`src/rtl/audio_pkg.sv`:
```
// -----------------------------------------------------------------------------
// audio_pkg
// Shared types and constants for the I2S transmit path.
//   pcm16_t          signed 16-bit PCM sample
//   I2S_SLOTS        BCLK periods per I2S frame
//   I2S_BITS_PER_CH  bits serialized per channel
//   FIFO_W           sample FIFO entry width (32 when AUDIO_I2S_TX_STEREO_EN
//                    is defined, otherwise 16)
// -----------------------------------------------------------------------------
package audio_pkg;

    typedef logic signed [15:0] pcm16_t;

    localparam int unsigned I2S_SLOTS       = 32;
    localparam int unsigned I2S_BITS_PER_CH = 16;
    localparam int unsigned I2S_FRAME_W     = 2 * I2S_BITS_PER_CH;
    localparam int unsigned SLOT_W          = $clog2(I2S_SLOTS);

`ifdef AUDIO_I2S_TX_STEREO_EN
    localparam int unsigned FIFO_W = 2 * I2S_BITS_PER_CH;
`else
    localparam int unsigned FIFO_W = I2S_BITS_PER_CH;
`endif

    // Frame layout is {L, R}; serialization walks it MSB first.
    function automatic logic [I2S_FRAME_W-1:0] make_frame(input pcm16_t l, input pcm16_t r);
        return {l, r};
    endfunction

endpackage

```
`src/rtl/audio_i2s_tx_if.sv`:
```
// -----------------------------------------------------------------------------
// audio_i2s_tx_if
// Mono/stereo sample stream from the mixer into audio_i2s_tx.
//   sample_valid  one-cycle write strobe
//   sample        signed PCM, left or mono
//   sample_r      signed PCM, right (only with AUDIO_I2S_TX_STEREO_EN)
// Modports: master = sample producer, slave = audio_i2s_tx.
// -----------------------------------------------------------------------------
interface audio_i2s_tx_if;
    import audio_pkg::*;

    logic   sample_valid;
    pcm16_t sample;
`ifdef AUDIO_I2S_TX_STEREO_EN
    pcm16_t sample_r;
`endif

    modport master (
`ifdef AUDIO_I2S_TX_STEREO_EN
        output sample_r,
`endif
        output sample_valid,
        output sample
    );

    modport slave (
`ifdef AUDIO_I2S_TX_STEREO_EN
        input sample_r,
`endif
        input sample_valid,
        input sample
    );

endinterface

```
`src/rtl/sample_fifo.sv`:
```
// -----------------------------------------------------------------------------
// sample_fifo
// Synchronous first-word fall-through FIFO.
//   clk, rst_n    clock, asynchronous active-low reset (flushes the FIFO)
//   wr_en/wr_data write request; accepted when not full, or when full and a
//                 read happens in the same cycle
//   rd_en         pop request; ignored when empty
//   rd_data       head entry, valid whenever empty is low
//   full, empty   status from the registered level
//   level         registered occupancy
// -----------------------------------------------------------------------------
module sample_fifo #(
    parameter int unsigned WIDTH = 16,
    parameter int unsigned DEPTH = 4
) (
    input  logic                     clk,
    input  logic                     rst_n,
    input  logic                     wr_en,
    input  logic [WIDTH-1:0]         wr_data,
    input  logic                     rd_en,
    output logic [WIDTH-1:0]         rd_data,
    output logic                     full,
    output logic                     empty,
    output logic [$clog2(DEPTH):0]   level
);

    localparam int unsigned AW = $clog2(DEPTH);

    logic [AW-1:0]    wr_ptr_q, wr_ptr_d;
    logic [AW-1:0]    rd_ptr_q, rd_ptr_d;
    logic [AW:0]      level_q, level_d;
    logic [WIDTH-1:0] mem_q [DEPTH];

    logic do_pop;
    logic do_push;

    assign empty   = (level_q == '0);
    assign full    = (level_q == (AW+1)'(DEPTH));
    assign do_pop  = rd_en && !empty;
    assign do_push = wr_en && (!full || do_pop);
    assign rd_data = mem_q[rd_ptr_q];
    assign level   = level_q;

    always_comb begin
        wr_ptr_d = wr_ptr_q;
        rd_ptr_d = rd_ptr_q;
        level_d  = level_q;
        if (do_push) wr_ptr_d = wr_ptr_q + 1'b1;
        if (do_pop)  rd_ptr_d = rd_ptr_q + 1'b1;
        case ({do_push, do_pop})
            2'b10:   level_d = level_q + 1'b1;
            2'b01:   level_d = level_q - 1'b1;
            default: level_d = level_q;
        endcase
    end

    always_ff @(posedge clk or negedge rst_n) begin
        if (!rst_n) begin
            wr_ptr_q <= '0;
            rd_ptr_q <= '0;
            level_q  <= '0;
        end else begin
            wr_ptr_q <= wr_ptr_d;
            rd_ptr_q <= rd_ptr_d;
            level_q  <= level_d;
        end
    end

    // Storage needs no reset: the pointers define which entries are live.
    always_ff @(posedge clk) begin
        if (do_push) mem_q[wr_ptr_q] <= wr_data;
    end

endmodule

```
`src/rtl/audio_i2s_tx.sv`:
```
// -----------------------------------------------------------------------------
// audio_i2s_tx
// Buffers PCM samples and serializes them as Philips I2S frames
// (32 BCLK per frame, 16 bits per channel, MSB first, one-BCLK data delay).
// Optional stereo build: define AUDIO_I2S_TX_STEREO_EN to add sample_r to the
// stream interface; otherwise the mono sample is sent on both channels.
//   clk          system clock
//   reset        asynchronous active-low reset
//   s_if         sample stream (audio_i2s_tx_if.slave)
//   i2s_bclk     bit clock, period 2*BCLK_DIV clk cycles
//   i2s_lrck     word select, 0 = left, 1 = right
//   i2s_sdata    serial data, changes on BCLK falling edges
//   fifo_level   registered FIFO occupancy
//   underrun     one-cycle pulse: frame started with the FIFO empty
//   overflow     one-cycle pulse: a write was dropped because the FIFO was full
// -----------------------------------------------------------------------------
module audio_i2s_tx
    import audio_pkg::*;
#(
    parameter int unsigned BCLK_DIV   = 8,
    parameter int unsigned FIFO_DEPTH = 4
) (
    input  logic                         clk,
    input  logic                         reset,
    audio_i2s_tx_if.slave                s_if,
    output logic                         i2s_bclk,
    output logic                         i2s_lrck,
    output logic                         i2s_sdata,
    output logic [$clog2(FIFO_DEPTH):0]  fifo_level,
    output logic                         underrun,
    output logic                         overflow
);

    logic [7:0]             div_q, div_d;
    logic                   bclk_q, bclk_d;
    logic [SLOT_W-1:0]      slot_q, slot_d;
    logic                   sdata_q, sdata_d;
    logic [I2S_FRAME_W-1:0] shift_q, shift_d;
    logic [I2S_FRAME_W-1:0] held_q, held_d;
    logic                   underrun_q, underrun_d;
    logic                   overflow_q, overflow_d;

    logic                   div_tc;
    logic                   bclk_fall;
    logic                   frame_start;
    logic                   pop;
    logic                   fifo_full;
    logic                   fifo_empty;
    logic [FIFO_W-1:0]      fifo_wr_data;
    logic [FIFO_W-1:0]      fifo_rd_data;
    logic [I2S_FRAME_W-1:0] new_frame;

    assign div_tc      = (div_q == 8'(BCLK_DIV - 1));
    assign bclk_fall   = div_tc && bclk_q;
    assign frame_start = bclk_fall && (slot_q == '1);
    // Pop only at a frame boundary; an empty FIFO at that moment is an underrun
    // even if a write lands in the same cycle.
    assign pop         = frame_start && !fifo_empty;

`ifdef AUDIO_I2S_TX_STEREO_EN
    assign fifo_wr_data = {s_if.sample, s_if.sample_r};
    assign new_frame    = make_frame(fifo_rd_data[FIFO_W-1 -: 16], fifo_rd_data[15:0]);
`else
    assign fifo_wr_data = s_if.sample;
    assign new_frame    = make_frame(fifo_rd_data, fifo_rd_data);
`endif

    sample_fifo #(
        .WIDTH (FIFO_W),
        .DEPTH (FIFO_DEPTH)
    ) u_fifo (
        .clk     (clk),
        .rst_n   (reset),
        .wr_en   (s_if.sample_valid),
        .wr_data (fifo_wr_data),
        .rd_en   (pop),
        .rd_data (fifo_rd_data),
        .full    (fifo_full),
        .empty   (fifo_empty),
        .level   (fifo_level)
    );

    always_comb begin
        div_d      = div_tc ? '0 : div_q + 8'd1;
        bclk_d     = div_tc ? ~bclk_q : bclk_q;
        slot_d     = slot_q;
        sdata_d    = sdata_q;
        shift_d    = shift_q;
        held_d     = held_q;
        underrun_d = 1'b0;
        overflow_d = s_if.sample_valid && fifo_full && !pop;

        if (bclk_fall) begin
            slot_d  = slot_q + 1'b1;
            // The MSB shifted out on the slot-0 entry is R[0] of the frame
            // just finished, which gives the one-BCLK data delay for free.
            sdata_d = shift_q[I2S_FRAME_W-1];
            shift_d = {shift_q[I2S_FRAME_W-2:0], 1'b0};
            if (frame_start) begin
                if (pop) begin
                    held_d  = new_frame;
                    shift_d = new_frame;
                end else begin
                    shift_d    = held_q;
                    underrun_d = 1'b1;
                end
            end
        end
    end

    always_ff @(posedge clk or negedge reset) begin
        if (!reset) begin
            div_q      <= '0;
            bclk_q     <= 1'b1;
            slot_q     <= '1;
            sdata_q    <= 1'b0;
            shift_q    <= '0;
            held_q     <= '0;
            underrun_q <= 1'b0;
            overflow_q <= 1'b0;
        end else begin
            div_q      <= div_d;
            bclk_q     <= bclk_d;
            slot_q     <= slot_d;
            sdata_q    <= sdata_d;
            shift_q    <= shift_d;
            held_q     <= held_d;
            underrun_q <= underrun_d;
            overflow_q <= overflow_d;
        end
    end

    assign i2s_bclk  = bclk_q;
    assign i2s_lrck  = slot_q[SLOT_W-1];
    assign i2s_sdata = sdata_q;
    assign underrun  = underrun_q;
    assign overflow  = overflow_q;

endmodule

```
`src/flat_wrapper.sv`:
```
// flat-port wrapper written by rule: the top's interface ports become plain ports
module audio_i2s_tx_flat import audio_pkg::*;
#(
    parameter int unsigned BCLK_DIV   = 8,
    parameter int unsigned FIFO_DEPTH = 4
)
  (clk, reset, i2s_bclk, i2s_lrck, i2s_sdata, fifo_level, underrun, overflow, s_if_sample_valid, s_if_sample);
  audio_i2s_tx_if s_if_i ();
  input  logic clk;
  input  logic reset;
  output logic i2s_bclk;
  output logic i2s_lrck;
  output logic i2s_sdata;
  output logic [$clog2(FIFO_DEPTH):0] fifo_level;
  output logic underrun;
  output logic overflow;
  input wire logic [$bits(s_if_i.sample_valid)-1:0] s_if_sample_valid;
  input wire logic [$bits(s_if_i.sample)-1:0] s_if_sample;
  assign s_if_i.sample_valid = s_if_sample_valid;
  assign s_if_i.sample = s_if_sample;
  audio_i2s_tx #(.BCLK_DIV(BCLK_DIV), .FIFO_DEPTH(FIFO_DEPTH)) u_core (.clk(clk), .reset(reset), .s_if(s_if_i), .i2s_bclk(i2s_bclk), .i2s_lrck(i2s_lrck), .i2s_sdata(i2s_sdata), .fifo_level(fifo_level), .underrun(underrun), .overflow(overflow));
endmodule
```
`config.mk`:
```
export PLATFORM = sky130hd
export DESIGN_NAME = audio_i2s_tx_flat
export DESIGN_NICKNAME = d
export VERILOG_FILES = /design/src/rtl/audio_pkg.sv /design/src/rtl/audio_i2s_tx_if.sv /design/src/rtl/sample_fifo.sv /design/src/rtl/audio_i2s_tx.sv /design/src/flat_wrapper.sv
export SDC_FILE = /design/constraint.sdc
export NUM_CORES = 1
export LEC_CHECK = 0
export BUFFER_PORTS_ARGS = -buffer_cell sky130_fd_sc_hd__buf_2
export CAP_MARGIN = 20
export CORE_MARGIN = 1
export CORE_UTILIZATION = 40
export CTS_BUF_LIST = sky130_fd_sc_hd__clkbuf_4 sky130_fd_sc_hd__clkbuf_8 sky130_fd_sc_hd__clkbuf_16
export DETAILED_ROUTE_END_ITERATION = 8
export PLACE_DENSITY = 0.61
export SYNTH_ARGS = -nofsm -noshare
export SYNTH_HDL_FRONTEND = slang
export SYNTH_SLANG_ARGS = --single-unit
```
`constraint.sdc`:
```
create_clock -name clk -period 2.3 [get_ports clk]
set_input_delay 0.23 -clock clk [delete_from_list [all_inputs] [get_ports clk]]
set_output_delay 0.23 -clock clk [all_outputs]
set_load 0.005 [all_outputs]
```
# Word-level counts from Yosys, hierarchy flattened
# Memories as Yosys holds them, arrays and structs flattened.
# Index checks and enable logic that the tools add are counted.
[totals]
wordCells = 47
romBits = 0
regBits = 88
mem_bits_rw = 64
latch_bits = 0
mem_count = 1
in_bits = 19
out_inout_bits = 8
[mem_list]
columns = ["name", "depth", "width", "read_ports", "rd_ports_with_merged_regs", "write_ports", "line", "source"]
rows = [
  ["u_core.u_fifo.mem_q", 4, 16, 1, 0, 1, "sample_fifo.sv:32", "logic [WIDTH-1:0] mem_q [DEPTH];"],
]
[classes]
n_div = 0
eq_ne = 5
reduce_logical = 14
muxes = 9
multipliers = 0
add_sub_neg = 6
order_cmp = 0
shift = 0
bitwise_logic = 1
[op_table]
columns = ["cell", "n"]
rows = [
  ["32-bit two-way mux", 2],
  ["8-bit by 1-bit adder with 8-bit output (second input constant)", 1],
  ["8-bit by 3-bit equality test with 1-bit output (second input constant)", 1],
  ["8-bit two-way mux", 1],
  ["1-bit logical AND", 7],
  ["3-bit one-hot mux with 2 select lines", 1],
  ["5-bit by 1-bit adder with 5-bit output (second input constant)", 1],
  ["5-bit equality test (second input constant)", 1],
  ["1-bit two-way mux", 5],
  ["2-bit by 1-bit adder with 2-bit output (second input constant)", 2],
  ["3-bit by 1-bit adder with 3-bit output (second input constant)", 1],
  ["3-bit equality test (second input constant)", 1],
  ["1-bit logical NOT", 3],
  ["3-bit logical NOT", 1],
  ["3-bit by 1-bit subtractor with 3-bit output (second input constant)", 1],
  ["2-bit by 1-bit equality test with 1-bit output (second input constant)", 1],
  ["2-bit equality test (second input constant)", 1],
  ["2-bit AND reduction", 1],
  ["2-bit nonzero test", 1],
  ["1-bit logical OR", 1],
  ["1-bit inverter", 1],
]

# Logic depth before layout (Yosys ltp)
[logic_depth]
ltp_word = 9
depth_mapped = 9
mapped_depth_nobuf = 9

# Modules after synthesis
# A second synthesis with hierarchy kept.
[unflattened]
cells_unflattened = 437
hier_area_um2 = 6785.3
[modules_own_cells]
columns = ["mod", "area_each_um2", "cells_each", "instances"]
rows = [
  ["audio_i2s_tx", 3953.8, 299, 1],
  ["sample_fifo", 2831.5, 138, 1],
]

# Least setup slack after synthesis
# OpenSTA, ideal clock, no wires.
[synth_timing]
path_kind = "register to register"
from = "reg u_core.slot_q[0]"
to = "reg u_core.u_fifo.level_q[2] (netlist: u_core.u_fifo.level[2])"
setup_slack_ns = -0.209
period_less_slack_ns = 2.509
stages_incl_launch_ff = 9
arrival_ns = 2.379
path_cell_list = "dfstp_2 -> ha_1 -> and3_1 -> ha_1 -> nand2_1 -> or4_1 -> fa_1 -> nor3_1 -> o21ai_0"
[synth_via]
elab_chain_cells = 8
elab_cells_between_ends = 10
[synth_rtl]
columns = ["element", "line", "source"]
rows = [
  ["from (decl)", "audio_i2s_tx.sv:36", "logic [SLOT_W-1:0] slot_q, slot_d;"],
  ["from (signal assigned)", "audio_i2s_tx.sv:124", "slot_q <= slot_d;"],
  ["5-bit equality test *", "audio_i2s_tx.sv:55", "assign frame_start = bclk_fall && (slot_q == '1);"],
  ["1-bit logical AND *", "audio_i2s_tx.sv:55", ""],
  ["1-bit logical AND *", "audio_i2s_tx.sv:58", "assign pop = frame_start && !fifo_empty;"],
  ["1-bit logical AND *", "sample_fifo.sv:39", "assign do_pop = rd_en && !empty;"],
  ["1-bit logical OR", "sample_fifo.sv:40", "assign do_push = wr_en && (!full || do_pop);"],
  ["1-bit logical AND", "sample_fifo.sv:40", ""],
  ["2-bit by 1-bit equality test with 1-bit output / 2-bit equality test (equally long branches)", "sample_fifo.sv:50", "case ({do_push, do_pop})"],
  ["3-bit one-hot mux with 2 select lines / 2-bit nonzero test (equally long branches)", "--", ""],
  ["to (signal assigned)", "sample_fifo.sv:65", "level_q <= level_d;"],
  ["to (decl)", "sample_fifo.sv:31", "logic [AW:0] level_q, level_d;"],
]
# Mark *: on every way between the ends. The rest lies on a longest branch, timed or not.
# A chain may end at the register's enable or synchronous reset.

# Worst setup path after layout
[layout_timing]
from = "reg u_core.slot_q[1]"
to = "reg u_core.u_fifo.level_q[2] (netlist: u_core.u_fifo.level[2])"
# The elaborated chain is that of the path after synthesis.

==> summary.md <==
| Metric | Value |
|---|---|
| Status | complete, but fails checks |
| Failing checks | setup timing |
| Largest net degree at the start of global routing | between 40 and 50 |
| Syn Nets | 476 |
| Die footprint | 16400 um2 |
| Number of flops mapped to enable cells by yosys | 64 |
| Simple-gate portion of the synthesized area | a little under a tenth |
| Drt drc | 0 |
| Pint | just under 5000 uW |
| Async SR Flop Fraction | 57.9% |
| Complex-gate fraction of the synthesized area | between 10% and 20% |
| DR vias | ~3.8k |
| Synth top area share | approximately 32% |
| Final hold violations | 0 |
| CTS H-Tree Depth | 4 |
| Final setup TNS | -0.0692 ns |
| Worst reg2reg endpoint | u_core.u_fifo.level[2] |
| Worst Hold Class | in2reg |
| Top cells by count, synth | dfrtp_1 (82), edfxtp_1 (64), a21o_1 (32), nand2_1 (30), nor2_1 (26) |
| Synth Area in Adders | approximately 1.7% |
| Non-Filler Instances | 724 |
| Post-DP HPWL | about 7600 um |
| Area of the multi-input gates | 2120 um2 |
| Total track usage | between 10% and 20% |
| Maximum vdd ir drop | around 0.0006 V |
| Warnings, synthesis | 0 |
| CP Capture Type | flop |
| PortBufs | 26 |
| Critical path launch point | u_core.slot_q[1] |
| GP Congestion | 0.774 |
| CP Class | reg2reg |
| Layout cell share with drive strength beyond 1 | 28.1% |
| Synth-to-Final Area Change | 20.2% |
| Startpoint Class | flop |
| Worst reg2reg setup slack | -0.07 ns |
| Pre-Repair DR Iteration Count | 4 |
| Nets | 527 |
| Synth Flop Type | dfrtp_1 |
| Synthesized flop and latch total | 152 |
| Main combinational cell family by area after synthesis | compound AO/OA/AOI/OAI gates |
| Core area | 15300 um2 |
| Worst-case clock skew | between 0.009 and 0.01 ns |
| Clock network latency to the later pin of the worst-skew pair | around 0.42 ns |
| Initial antenna violation count | 0 |
| Synth Instances | 449 |
| DRT antenna net count | 0 |
| Final Util | between 40% and 50% |
| Worst endpoint required time | roughly 2.6 ns |
| Post-Syn Area | around 6300 um2 |
| Xor/xnor share of the synthesized area | 1.93% |
| Row cnt | 45 |
| Post-synthesis cell type count | 53 |
| Actual slew at the worst max-slew pin | between 0.6 and 0.7 ns |
| Sequential power share | between 40% and 50% |
| Die Span Y | between 100 and 150 um |
| Vias/cell | 5.20 |
| RSZ-0062 raised after global routing | true |
| P per Cell Area | ~870 nW/um2 |
| Post-synthesis mux area share | 6.81% |
| CTS Buffer Depth | 2 |
| Switching power | 1740 uW |
| FILL cells | between 1k and 1.5k |
| Relative slew slack | about 56% |
| Dpl ws | -0.150 ns |
| Worst R2R Start | u_core.slot_q[1] |
| Clock root buffer master | clkbuf_16 |
| Final worst path period need | roughly 2.4 ns |
| CP max FO | 4 |
| First-pass GRT wire length | ~20000 um |
| I/O pins | 27 |
| Most common cell in the netlist | dfrtp_1 |
| Synth area leader | dfrtp_1 |
| Wirelength per Cell | about 17 um |
| Final setup fails | 1 |
| CTS tree | done |
| F_max | ~0.42 GHz |
| Top cells by area, synth | dfrtp_1 (32%), edfxtp_1 (30%), mux4_2 (5.7%), a21o_1 (3.8%), dfstp_2 (2.5%) |
| Detailed Route WL | approximately 12000 um |
| Clock transition at path regs | 0.06 ns |
| Hold_ws | around 0.016 ns |
| Drt initial violations | approximately 180 |
| Worst R2R Path Depth | 8 |
| Register area | slightly above 4000 um2 |
| Clock share of power | between 30% and 40% |
| Inst Count DP | between 600 and 700 |
| Initial core utilization | 41.4% |
| Avg Cell Area, Syn | 14.1 um2 |
| Clk sinks | approximately 150 |
| DIE WIDTH | around 130 um |
| Sw frac | a little over a quarter |
| Remaining Overflow, GRT | 0 |
| Setup crit end | u_core.u_fifo.level[2] |
| Critical Path AT | 2.67 ns |
| Final setup margin | -0.0692 ns |
| CTS Buf Count | 17 |
| Period utilization | 103% |
| Leakage | roughly 0.0033 uW |
| Power share of the combinational group | about 11% |
| Register area share after synthesis | between 60% and 70% |
| # diodes | 0 |
| Final Max Tran Viols | 0 |
| Vias in the first global route | 3910 |
| Max-cap viol count | 0 |
-- power groups by stage --
| stage | clock network, uW | registers (uW) | logic [uW] |
|---|---|---|---|
| floorplan | 0 | 3260 | 423 |
| global placement | 0 | 3270 | 734 |
| detailed placement | 0 | 3290 | 747 |
| CTS | 2670 | 3240 | 759 |
| global route | 2790 | 3260 | 841 |
| finish | 2620 | 3240 | 757 |
-- how the worst min path moves through the flow --
stage,startpoint,endpoint,slack [ns],cells past startpoint
2_1_floorplan,reset,u_core.div_q[0],-0.07,0
3_3_place_gp,reset,u_core.div_q[4],0.28,1
3_5_place_dp,reset,u_core.div_q[5],0.29,1
4_1_cts,s_if_sample[8],u_core.u_fifo.mem_q[2][8],0.008,1
5_1_grt,s_if_sample[7],u_core.u_fifo.mem_q[3][7],0.008,1
6_report,s_if_sample[10],u_core.u_fifo.mem_q[3][10],0.02,1
-- what timing repair did --
item	in CTS	in global routing
gates resized for setup	6	2
pin swaps	6	2
setup buffers	0	1
hold buffers	1	0
hold endpoints to repair	39	0
endpoints found under the setup margin	67	66
-- cell usage in the layout, fill, tap and decap left out, types with 2 or more instances in the layout --
| cell | netlist | final |
|---|---|---|
| clkbuf_16 | 0 | 17 |
| and4_1 | 2 | 2 |
| buf_2 | 8 | 25 |
| o21ai_1 | 3 | 4 |
| inv_8 | 0 | 3 |
| edfxtp_1 | 64 | 64 |
| xnor2_1 | 13 | 13 |
| clkinvlp_4 | 0 | 5 |
| or3_1 | 2 | 2 |
| mux2i_1 | 6 | 6 |
| a21oi_2 | 6 | 6 |
| inv_6 | 0 | 3 |
| o211ai_1 | 6 | 6 |
| a22o_1 | 6 | 6 |
| dfstp_2 | 6 | 6 |
| a21oi_1 | 10 | 10 |
| a22oi_2 | 5 | 5 |
| ha_4 | 0 | 2 |
| buf_4 | 0 | 22 |
| nor3_1 | 6 | 5 |
| clkinv_4 | 0 | 3 |
| buf_12 | 0 | 11 |
| nand2_1 | 30 | 29 |
| nand3_1 | 13 | 12 |
| and3_2 | 1 | 2 |
| nor2b_1 | 15 | 15 |
| inv_1 | 5 | 5 |
| dfrtp_1 | 82 | 82 |
| a31oi_1 | 15 | 15 |
| a22oi_1 | 13 | 13 |
| ha_1 | 7 | 5 |
| a21o_1 | 32 | 32 |
| nor2_1 | 26 | 26 |
| mux4_2 | 16 | 16 |
| nand3b_1 | 2 | 2 |
| and2_2 | 0 | 4 |
-- cells by family after synthesis --
logic type	Yosys count
compound gates	106
fa+ha+maj	8
simple gates	114
flops	152
buf+inv	32
xor+xnor	14
mux	23
-- registers in the layout (all words and copies together), names as in the netlist --
signal / count
u_core.u_fifo.mem_q: 64
u_core.held_q: 32
u_core.shift_q: 32
u_core.div_q: 8
u_core.slot_q: 5
u_core.u_fifo.level: 3
u_core.u_fifo.rd_ptr_q: 2
u_core.u_fifo.wr_ptr_q: 2
u_core.i2s_bclk: 1
u_core.i2s_sdata: 1
u_core.overflow: 1
u_core.underrun: 1
-- final cells by class --
class                      instances  share of cell area (%)
multi-input combinational        265                    27.8
inverter                           5                   0.246
clock buffer                      17                    5.58
sequential                       152                    54.2
tap                              211                    3.47
clock inverter                    15                    1.84
timing repair buffer              59                    6.83
-- stage by stage --
stage               power (uW)  cell area [um2]
detailed placement        4030             7000
global route              6890             7620
global placement          4000             7000
floorplan                 3680             6380
finish                    6620             7620
CTS                       6670             7600
-- per-layer routing --
metal  part of all wire (%)  GRT usage (%)
met1                     47           21.4
met2                     48           26.5
met3                    3.4           3.67
met4                    1.8           6.92
met5                      0              0
-- critical path: stages (launching register included) --
cell     delay, ns
dfstp_2       0.56
ha_4          0.14
and3_4        0.18
ha_4          0.15
nand2_4       0.05
or4_4         0.48
fa_2          0.39
a32oi_1       0.22
o21ai_1       0.09
Power figures use the tool's default switching activity.
